$ cat config.mk
export PLATFORM = sky130hd
export DESIGN_NAME = soc_seg7_display_flat
export DESIGN_NICKNAME = d
export VERILOG_FILES = /design/src/rtl/soc_seg7_pkg.sv /design/src/rtl/soc_seg7_if.sv /design/src/rtl/seg7_hex_decoder.sv /design/src/rtl/soc_seg7_display.sv /design/src/flat_wrapper.sv
export SDC_FILE = /design/constraint.sdc
export NUM_CORES = 1
export LEC_CHECK = 0
export BUFFER_PORTS_ARGS = -buffer_cell sky130_fd_sc_hd__buf_4
export CAP_MARGIN = 20
export CORE_MARGIN = 4
export CORE_UTILIZATION = 35
export CTS_BUF_LIST = sky130_fd_sc_hd__clkbuf_4 sky130_fd_sc_hd__clkbuf_8
export DETAILED_ROUTE_END_ITERATION = 6
export GPL_ROUTABILITY_DRIVEN = 0
export PLACE_DENSITY = 0.58
export SLEW_MARGIN = 20
export SYNTH_ARGS = -nofsm -noshare
export SYNTH_HDL_FRONTEND = slang
export SYNTH_SLANG_ARGS = --single-unit
$ cat constraint.sdc
create_clock -name iCLK -period 4.1 [get_ports iCLK]
set_clock_uncertainty 0.15 [all_clocks]
set_input_delay 0 -clock iCLK [delete_from_list [all_inputs] [get_ports iCLK]]
set_output_delay 0 -clock iCLK [all_outputs]
set_load 0.02 [all_outputs]
$ cat src/rtl/soc_seg7_pkg.sv
// Shared constants for the seven-segment display blocks: active-low segment codes,
// blank patterns and the scan-counter width helper.
package soc_seg7_pkg;

  // Segment codes {g,f,e,d,c,b,a}, active-low, for hex digits 0..F.
  localparam logic [6:0] SEG_HEX_0 = 7'h40;
  localparam logic [6:0] SEG_HEX_1 = 7'h79;
  localparam logic [6:0] SEG_HEX_2 = 7'h24;
  localparam logic [6:0] SEG_HEX_3 = 7'h30;
  localparam logic [6:0] SEG_HEX_4 = 7'h19;
  localparam logic [6:0] SEG_HEX_5 = 7'h12;
  localparam logic [6:0] SEG_HEX_6 = 7'h02;
  localparam logic [6:0] SEG_HEX_7 = 7'h78;
  localparam logic [6:0] SEG_HEX_8 = 7'h00;
  localparam logic [6:0] SEG_HEX_9 = 7'h10;
  localparam logic [6:0] SEG_HEX_A = 7'h08;
  localparam logic [6:0] SEG_HEX_B = 7'h03;
  localparam logic [6:0] SEG_HEX_C = 7'h46;
  localparam logic [6:0] SEG_HEX_D = 7'h21;
  localparam logic [6:0] SEG_HEX_E = 7'h06;
  localparam logic [6:0] SEG_HEX_F = 7'h0E;

  localparam logic [6:0] SEG_OFF = 7'h7F;
  localparam logic [7:0] AN_OFF  = 8'hFF;

  // Width of a counter that must hold 0..ticks-1; never narrower than one bit.
  function automatic int cnt_width(input int ticks);
    int w;
    w = $clog2(ticks);
    return (w < 1) ? 1 : w;
  endfunction

endpackage

$ cat src/rtl/soc_seg7_if.sv
// Display-side bundle: the word to show plus the multiplexed segment/anode drive.
interface soc_seg7_if;
  // No handshake: iREG32/iDP are level inputs sampled only on the frame snapshot
  // edge (unless iHOLD is high); the outputs are free-running registered drives.
  logic [31:0] iREG32;
  logic [7:0]  iDP;
  logic        iHOLD;
  logic [7:0]  oAN;
  logic [6:0]  oSEG;
  logic        oDP;

  modport master (
    output iREG32, iDP, iHOLD,
    input  oAN, oSEG, oDP
  );

  modport slave (
    input  iREG32, iDP, iHOLD,
    output oAN, oSEG, oDP
  );
endinterface

$ cat src/rtl/seg7_hex_decoder.sv
// Combinational hex nibble to active-low seven-segment code {g,f,e,d,c,b,a}.
module seg7_hex_decoder
  import soc_seg7_pkg::*;
(
  input  logic [3:0] nibble,
  output logic [6:0] seg
);

  always_comb begin
    seg = SEG_OFF;
    case (nibble)
      4'h0: seg = SEG_HEX_0;
      4'h1: seg = SEG_HEX_1;
      4'h2: seg = SEG_HEX_2;
      4'h3: seg = SEG_HEX_3;
      4'h4: seg = SEG_HEX_4;
      4'h5: seg = SEG_HEX_5;
      4'h6: seg = SEG_HEX_6;
      4'h7: seg = SEG_HEX_7;
      4'h8: seg = SEG_HEX_8;
      4'h9: seg = SEG_HEX_9;
      4'hA: seg = SEG_HEX_A;
      4'hB: seg = SEG_HEX_B;
      4'hC: seg = SEG_HEX_C;
      4'hD: seg = SEG_HEX_D;
      4'hE: seg = SEG_HEX_E;
      4'hF: seg = SEG_HEX_F;
      default: seg = SEG_OFF;
    endcase
  end

endmodule

$ cat src/rtl/soc_seg7_display.sv
// 8-digit multiplexed hex display of a 32-bit word, snapshotted once per frame.
// Optional leading-zero suppression when SOC_SEG7_ZERO_BLANK_EN is defined.
module soc_seg7_display
  import soc_seg7_pkg::*;
#(
  parameter int DIGIT_TICKS = 50000
) (
  input  logic       iCLK,
  input  logic       iRST,
  soc_seg7_if.slave  disp
);

  localparam int            CW       = cnt_width(DIGIT_TICKS);
  localparam logic [CW-1:0] CNT_LAST = CW'(DIGIT_TICKS - 1);

  generate
    if (DIGIT_TICKS < 2) begin : g_bad_ticks
      $error("soc_seg7_display: DIGIT_TICKS must be 2 or more");
    end
  endgenerate

  logic [CW-1:0] cnt;
  logic [2:0]    idx;
  logic [31:0]   shadow;
  logic [7:0]    dps;
  logic [7:0]    an_q;
  logic [6:0]    seg_q;
  logic          dp_q;

  logic [31:0]   shifted;
  logic [3:0]    nib;
  logic [6:0]    seg_code;
  logic          lit;

  // shifted[3:0] is the current digit's nibble; the rest are the digits above it.
  assign shifted = shadow >> {idx, 2'b00};
  assign nib     = shifted[3:0];

  seg7_hex_decoder u_dec (
    .nibble (nib),
    .seg    (seg_code)
  );

`ifdef SOC_SEG7_ZERO_BLANK_EN
  // A digit is a leading zero when it and everything above it is zero.
  assign lit = (idx == 3'd0) || dps[idx] || (shifted != 32'd0);
`else
  assign lit = 1'b1;
`endif

  always_ff @(posedge iCLK) begin
    if (iRST) begin
      cnt    <= '0;
      idx    <= 3'd0;
      shadow <= 32'd0;
      dps    <= 8'd0;
      an_q   <= AN_OFF;
      seg_q  <= SEG_OFF;
      dp_q   <= 1'b1;
    end else begin
      if (cnt == CNT_LAST) begin
        cnt <= '0;
        idx <= idx + 3'd1;
      end else begin
        cnt <= cnt + 1'b1;
      end

      // Snapshot only on the blanked first cycle of the frame, so no lit digit tears.
      if ((cnt == '0) && (idx == 3'd0) && !disp.iHOLD) begin
        shadow <= disp.iREG32;
        dps    <= disp.iDP;
      end

      if ((cnt == '0) || !lit) begin
        an_q  <= AN_OFF;
        seg_q <= SEG_OFF;
        dp_q  <= 1'b1;
      end else begin
        an_q  <= ~(8'h01 << idx);
        seg_q <= seg_code;
        dp_q  <= ~dps[idx];
      end
    end
  end

  assign disp.oAN  = an_q;
  assign disp.oSEG = seg_q;
  assign disp.oDP  = dp_q;

endmodule

$ cat src/flat_wrapper.sv
// flat-port wrapper written by rule: the top's interface ports become plain ports
module soc_seg7_display_flat import soc_seg7_pkg::*;
#(
  parameter int DIGIT_TICKS = 50000
)
  (iCLK, iRST, disp_iREG32, disp_iDP, disp_iHOLD, disp_oAN, disp_oSEG, disp_oDP);
  soc_seg7_if disp_i ();
  input  logic iCLK;
  input  logic iRST;
  input wire logic [$bits(disp_i.iREG32)-1:0] disp_iREG32;
  input wire logic [$bits(disp_i.iDP)-1:0] disp_iDP;
  input wire logic [$bits(disp_i.iHOLD)-1:0] disp_iHOLD;
  output wire logic [$bits(disp_i.oAN)-1:0] disp_oAN;
  output wire logic [$bits(disp_i.oSEG)-1:0] disp_oSEG;
  output wire logic [$bits(disp_i.oDP)-1:0] disp_oDP;
  assign disp_i.iREG32 = disp_iREG32;
  assign disp_i.iDP = disp_iDP;
  assign disp_i.iHOLD = disp_iHOLD;
  assign disp_oAN = disp_i.oAN;
  assign disp_oSEG = disp_i.oSEG;
  assign disp_oDP = disp_i.oDP;
  soc_seg7_display #(.DIGIT_TICKS(DIGIT_TICKS)) u_core (.iCLK(iCLK), .iRST(iRST), .disp(disp_i));
endmodule
# Word-level counts from Yosys, hierarchy flattened
# Memories as Yosys holds them, arrays and structs flattened. A register that Yosys moved wholly into a read port is not among the register bits.
# Index checks and enable logic that the tools add are counted.
# Widths: inputs -> output; s select.
[word_totals] ff_bits=68 wordCells=24 output_inout_bits=16 n_memories=1 inputBits=43 rom_bits=112
[classes] n_reduce_logical=7 eq_ne=1 mux=2 magnitude_cmp=1 n_bitwise=2 add_sub_neg=2 shift=2
[mem_list] memory="(name not given)" depth=16 word_bits=7 rd=1 rd_clocked_by_memory_dff=1 write_ports=0 line_no="seg7_hex_decoder.sv:11" source="case (nibble)"
[op_table] cell="$shr 32x5->4" count=1
[op_table] cell="$add 16x1->16 const B" count=1
[op_table] cell="$eq 16x16->1 const B" count=1
[op_table] cell="$logic_not 16->1" count=1
[op_table] cell="$not 8->8" count=1
[op_table] cell="$shl 1x3->8 const A" count=1
[op_table] cell="$lt 3x4->1 const B" count=1
[op_table] cell="$reduce_or 2->1" count=2
[op_table] cell="$add 3x1->3 const B" count=1
[op_table] cell="$bmux 1 s3" count=1
[op_table] cell="$logic_not 3->1" count=1
[op_table] cell="$logic_and 1x1->1" count=2
[op_table] cell="$logic_not 1->1" count=1
[op_table] cell="$mux 1" count=1
[op_table] cell="$not 1->1" count=1

# Logic depth before layout (Yosys ltp)
[logic_depth] word_depth=3 ltp_mapped=9 mapped_depth_nobuf=8

# Cells and area by module
# Synthesis repeated with hierarchy kept, for this count alone.
[hier_totals] hier_cells=380 area_unflattened_um2=3793.6
[by_module_without_submodules] module="soc_seg7_display" instances=1 seq_area_each_um2=1501.4 area_each_um2=3518.4 cells_each=348
[by_module_without_submodules] module="seg7_hex_decoder" instances=1 seq_area_each_um2=0.0 area_each_um2=275.3 cells_each=32

# Worst setup path after synthesis
# No wires, ideal clock.
[synth_path] path_kind="register to register" from="register u_core.idx[0]" to="register u_core.seg_q[3], in the netlist u_core.disp.oSEG[3]" setup_ns=0.136 stages_incl_launch_ff=8 arrival_ns=2.319 required_ns=3.814 slack_ns=1.494 synth_period_minus_slack_ns=2.606 path_buffers=1 cell_sequence="dfxtp_1 -> buf_4 -> mux4_2 -> mux2i_1 -> inv_1 -> ha_1 -> a2111oi_0 -> a31oi_1"
[synth_via] elab_chain_len=1
[synth_lines] item="start: declaration" line_no="soc_seg7_display.sv:23" source="logic [2:0] idx;"
[synth_lines] item="start signal: assignment" line_no="soc_seg7_display.sv:63" source="idx <= idx + 3'd1;"
[synth_lines] item="$shr 32x5->4" line_no="soc_seg7_display.sv:36" source="assign shifted = shadow >> {idx, 2'b00};"
[synth_lines] item="end: declaration" line_no="soc_seg7_display.sv:27" source="logic [6:0] seg_q;"
# Every way passes these cells.
# A chain may end at the register's enable or synchronous reset.

# Worst setup path after layout
# Same ends and word-level chain as after synthesis.

==> impl_metrics.csv <==
group,metric,value,unit
global_routing,grt.busiest_layer,"met2",
critical_path,crit_path_end_kind,"flop",
critical_path,required,4130,ps
global_routing,grt_pass1_wl,13500,um
critical_path,crit_path_start_kind,"flop",
clock_network,ctsRootBufferMaster,"clkbuf_8",
floorplan,dieArea,11000,sq um
floorplan,num_rows,35,
final_layout,final_cells,621,
synthesis,syn-num-nets,429,
sta,finalSetupViolations,0,
final_layout,diodes,0,
min_path,min_path_type,"reg2reg",
global_routing,grt_overflow,0,
sta,fin_crit_sh,0.788,
detailed_routing,drt_iter0_drc,123,
synthesis,synth_area_leaders,"dfxtp_1, nand2_1, a21oi_1",
global_routing,antenna_found_initial,0,
synthesis,yosys-top-cells-count,"nand2_1, dfxtp_1, a21oi_1",
final_layout,layout-drive-gt1-share,0.178,
clock_network,cts_tree,"yes",
global_routing,grtUsageMet1,0.203,
synthesis,yosysUniqueCellTypes,41,
sta,hold_slack,326,ps
synthesis,ys_seq_area_frac,0.458,
synthesis,ys_warn_count,0,
sta,worst_slew_pin_slew,1060,ps
clock_network,numClockSinks,75,
clock_network,clk_pin_slew,80,ps
floorplan,core-area,9200,sq um
pwr,p_seq_frac,0.469,
critical_path,path_cells,"mux4_2, mux2i_1, inv_1, ha_1, a2111oi_0, a31oi_1",
placed_design,hpwlAfterDp,5150,um
floorplan,dieWidth,105,um
sta,maxSlewHeadroom,0.272,
floorplan,ios,59,
critical_path,crit_fanout,15,
clock_network,clockBufferDepth,2,
synthesis,synth_area,3280,sq um
global_routing,grt_pass1_vias,2852,
sta,fin_setup_tns,0,ps
placed_design,portBuffers,58,
synthesis,synthArstFlopShare,0,
critical_path,slowest_delay,850,ps
final_layout,syn_to_final_growth,46.3,%
placed_design,dpl_worst_slack,927,ps
detailed_routing,via_per_inst,4.74,
global_routing,track_usage,0.149,
pwr,clkPwrFrac,0.379,
pwr,p_leak,2.02,nW
pwr,power_density,349,nW/um^2
synthesis,synthFlopType,"dfxtp_1",
detailed_routing,firstDrtPassIters,4,
detailed_routing,postRouteAntennaNets,0,
pwr,vdd_ir_drop_max,0.151,mV
global_routing,grtUsageMet2,0.232,
final_layout,final_util,0.522,
synthesis,synth_top_area_share,0.458,
global_routing,gr-usage-met3,0.0401,
final_layout,fin_nets,562,
pwr,p_int,1.27,mW
detailed_routing,drc_errors,0,
pwr,p_comb_frac,0.152,
floorplan,fp.dieH,105,um
sta,fin_crit,3230,ps
sta,rsz0062_at_grt,"false",
flow_run,drv_cap,0,
floorplan,initial_core_util,0.357,
critical_path,cpMaxStageDelayCell,"dfxtp_1",
critical_path,arrival,3260,ps
sta,hold_viol_final,0,
global_routing,grt_max_degree,47,
clock_network,clk-insertion-delay-late,350,ps
sta,finalMaxSlewViolations,0,
synthesis,synth_cells,372,
detailed_routing,drt-wirelength-per-cell,12.8,um
sta,max_freq,0.309,GHz
synthesis,avgSynthCellArea,8.82,sq um
pwr,netSwitchingFraction,0.243,
synthesis,synth-seq-cells,75,
critical_path,path_class,"reg2reg",
clock_network,cts_inserted_buffers,9,
synthesis,yosysMostFrequentCell,"nand2_1",
pwr,p_switching,0.407,mW
clock_network,htreeDepth,3,
sta,fin_ws,869,ps
synthesis,synth-edff-count,0,
detailed_routing,via_count,2944,
synthesis,synth.largest_area_cell,"dfxtp_1",
detailed_routing,wl,7970,um
placed_design,dp.cells,524,
outcome,outcome,"complete, no violations",
## layout by cell type (no fill, tap or decap), types with 6 or more instances in the layout
cell           synthesis  routed
clkbuf_8               0       9
mux2i_1                8       8
inv_1                 10      10
buf_4                  1      61
nor3_1                 6       6
nand2_1               98      98
dfxtp_1               75      75
nand3_1               12      12
xor2_1                 6       6
dlygate4sd3_1          0      81
xnor2_1                9       9
a21oi_1               43      43
nor2_1                28      28
ha_1                  14      14
mux4_2                 8       8
## worst max-delay path: cells and delay by family (launching register included)
kind / cells / cell delay (ps)
AOI/OAI and AO/OA: 2 / 510
buffers and inverters: 1 / 150
adders and majority gates: 1 / 270
DFF: 1 / 850
muxes: 2 / 1130
## power groups by stage
stage | Sequential (mW) | Clock, mW | Combinational (mW)
after floorplan | 0.808 | 0 | 0.113
after global placement | 0.804 | 0 | 0.186
after detailed placement | 0.803 | 0 | 0.189
after CTS | 0.786 | 0.646 | 0.254
after global routing | 0.790 | 0.675 | 0.284
final | 0.786 | 0.635 | 0.255
## timing repair
item                                   CTS  global route
resized for setup                        0             0
hold buffers                            81             0
buffers inserted                         0             0
endpoints found under the hold margin   44             0
## metrics by stage
step	instance area [sq um]	power, mW
after global routing	4800	1.75
after floorplan	3280	0.921
after CTS	4800	1.69
after global placement	3770	0.990
after detailed placement	3770	0.992
final	4800	1.68
## kinds of logic (layout without fill, tap and decap cells)
family	after synthesis	count (layout)	synth area share
DFF	75	75	0.458
buffers and inverters	31	169	0.0484
and+or+nand+nor	158	158	0.207
adders and majority gates	14	14	0.0534
AOI/OAI and AO/OA	60	60	0.104
xor gates and xnor gates	15	15	0.0400
muxes	19	19	0.0896
## layout make-up
type	instances	area (sq um)
Clock buffer	12	146
Clock inverter	4	75.1
Fill cell	848	4400
Inverter	11	41.3
Multi-Input combinational cell	266	1630
Sequential cell	75	1500
Tap cell	111	139
Timing Repair Buffer	142	1270
## final timing paths
check	from	endpoint	slack [ps]	depth (start not counted)
setup / recovery	u_core.idx[0]	u_core.disp.oSEG[3]	870	6
setup reg to reg	u_core.idx[0]	u_core.disp.oSEG[3]	870	6
hold reg to reg	u_core.cnt[0]	u_core.cnt[0]	330	1
hold / removal	u_core.cnt[0]	u_core.cnt[0]	330	1
## flip-flops by register name, indices dropped and copies added, names as in the netlist
register / count
u_core.cnt: 16
u_core.disp.oAN: 8
u_core.disp.oDP: 1
u_core.disp.oSEG: 7
u_core.dps: 8
u_core.idx: 3
u_core.shadow: 32
## per-layer routing
layer	vias to the layer above	part of all wire	wire, um
met4	0	0.013	107
met5	-	0	0
met2	61	0.46	3680
met1	1350	0.48	3820
met3	11	0.045	358
li1	1522	-	-
No activity file was read; power rests on OpenSTA's default activity.
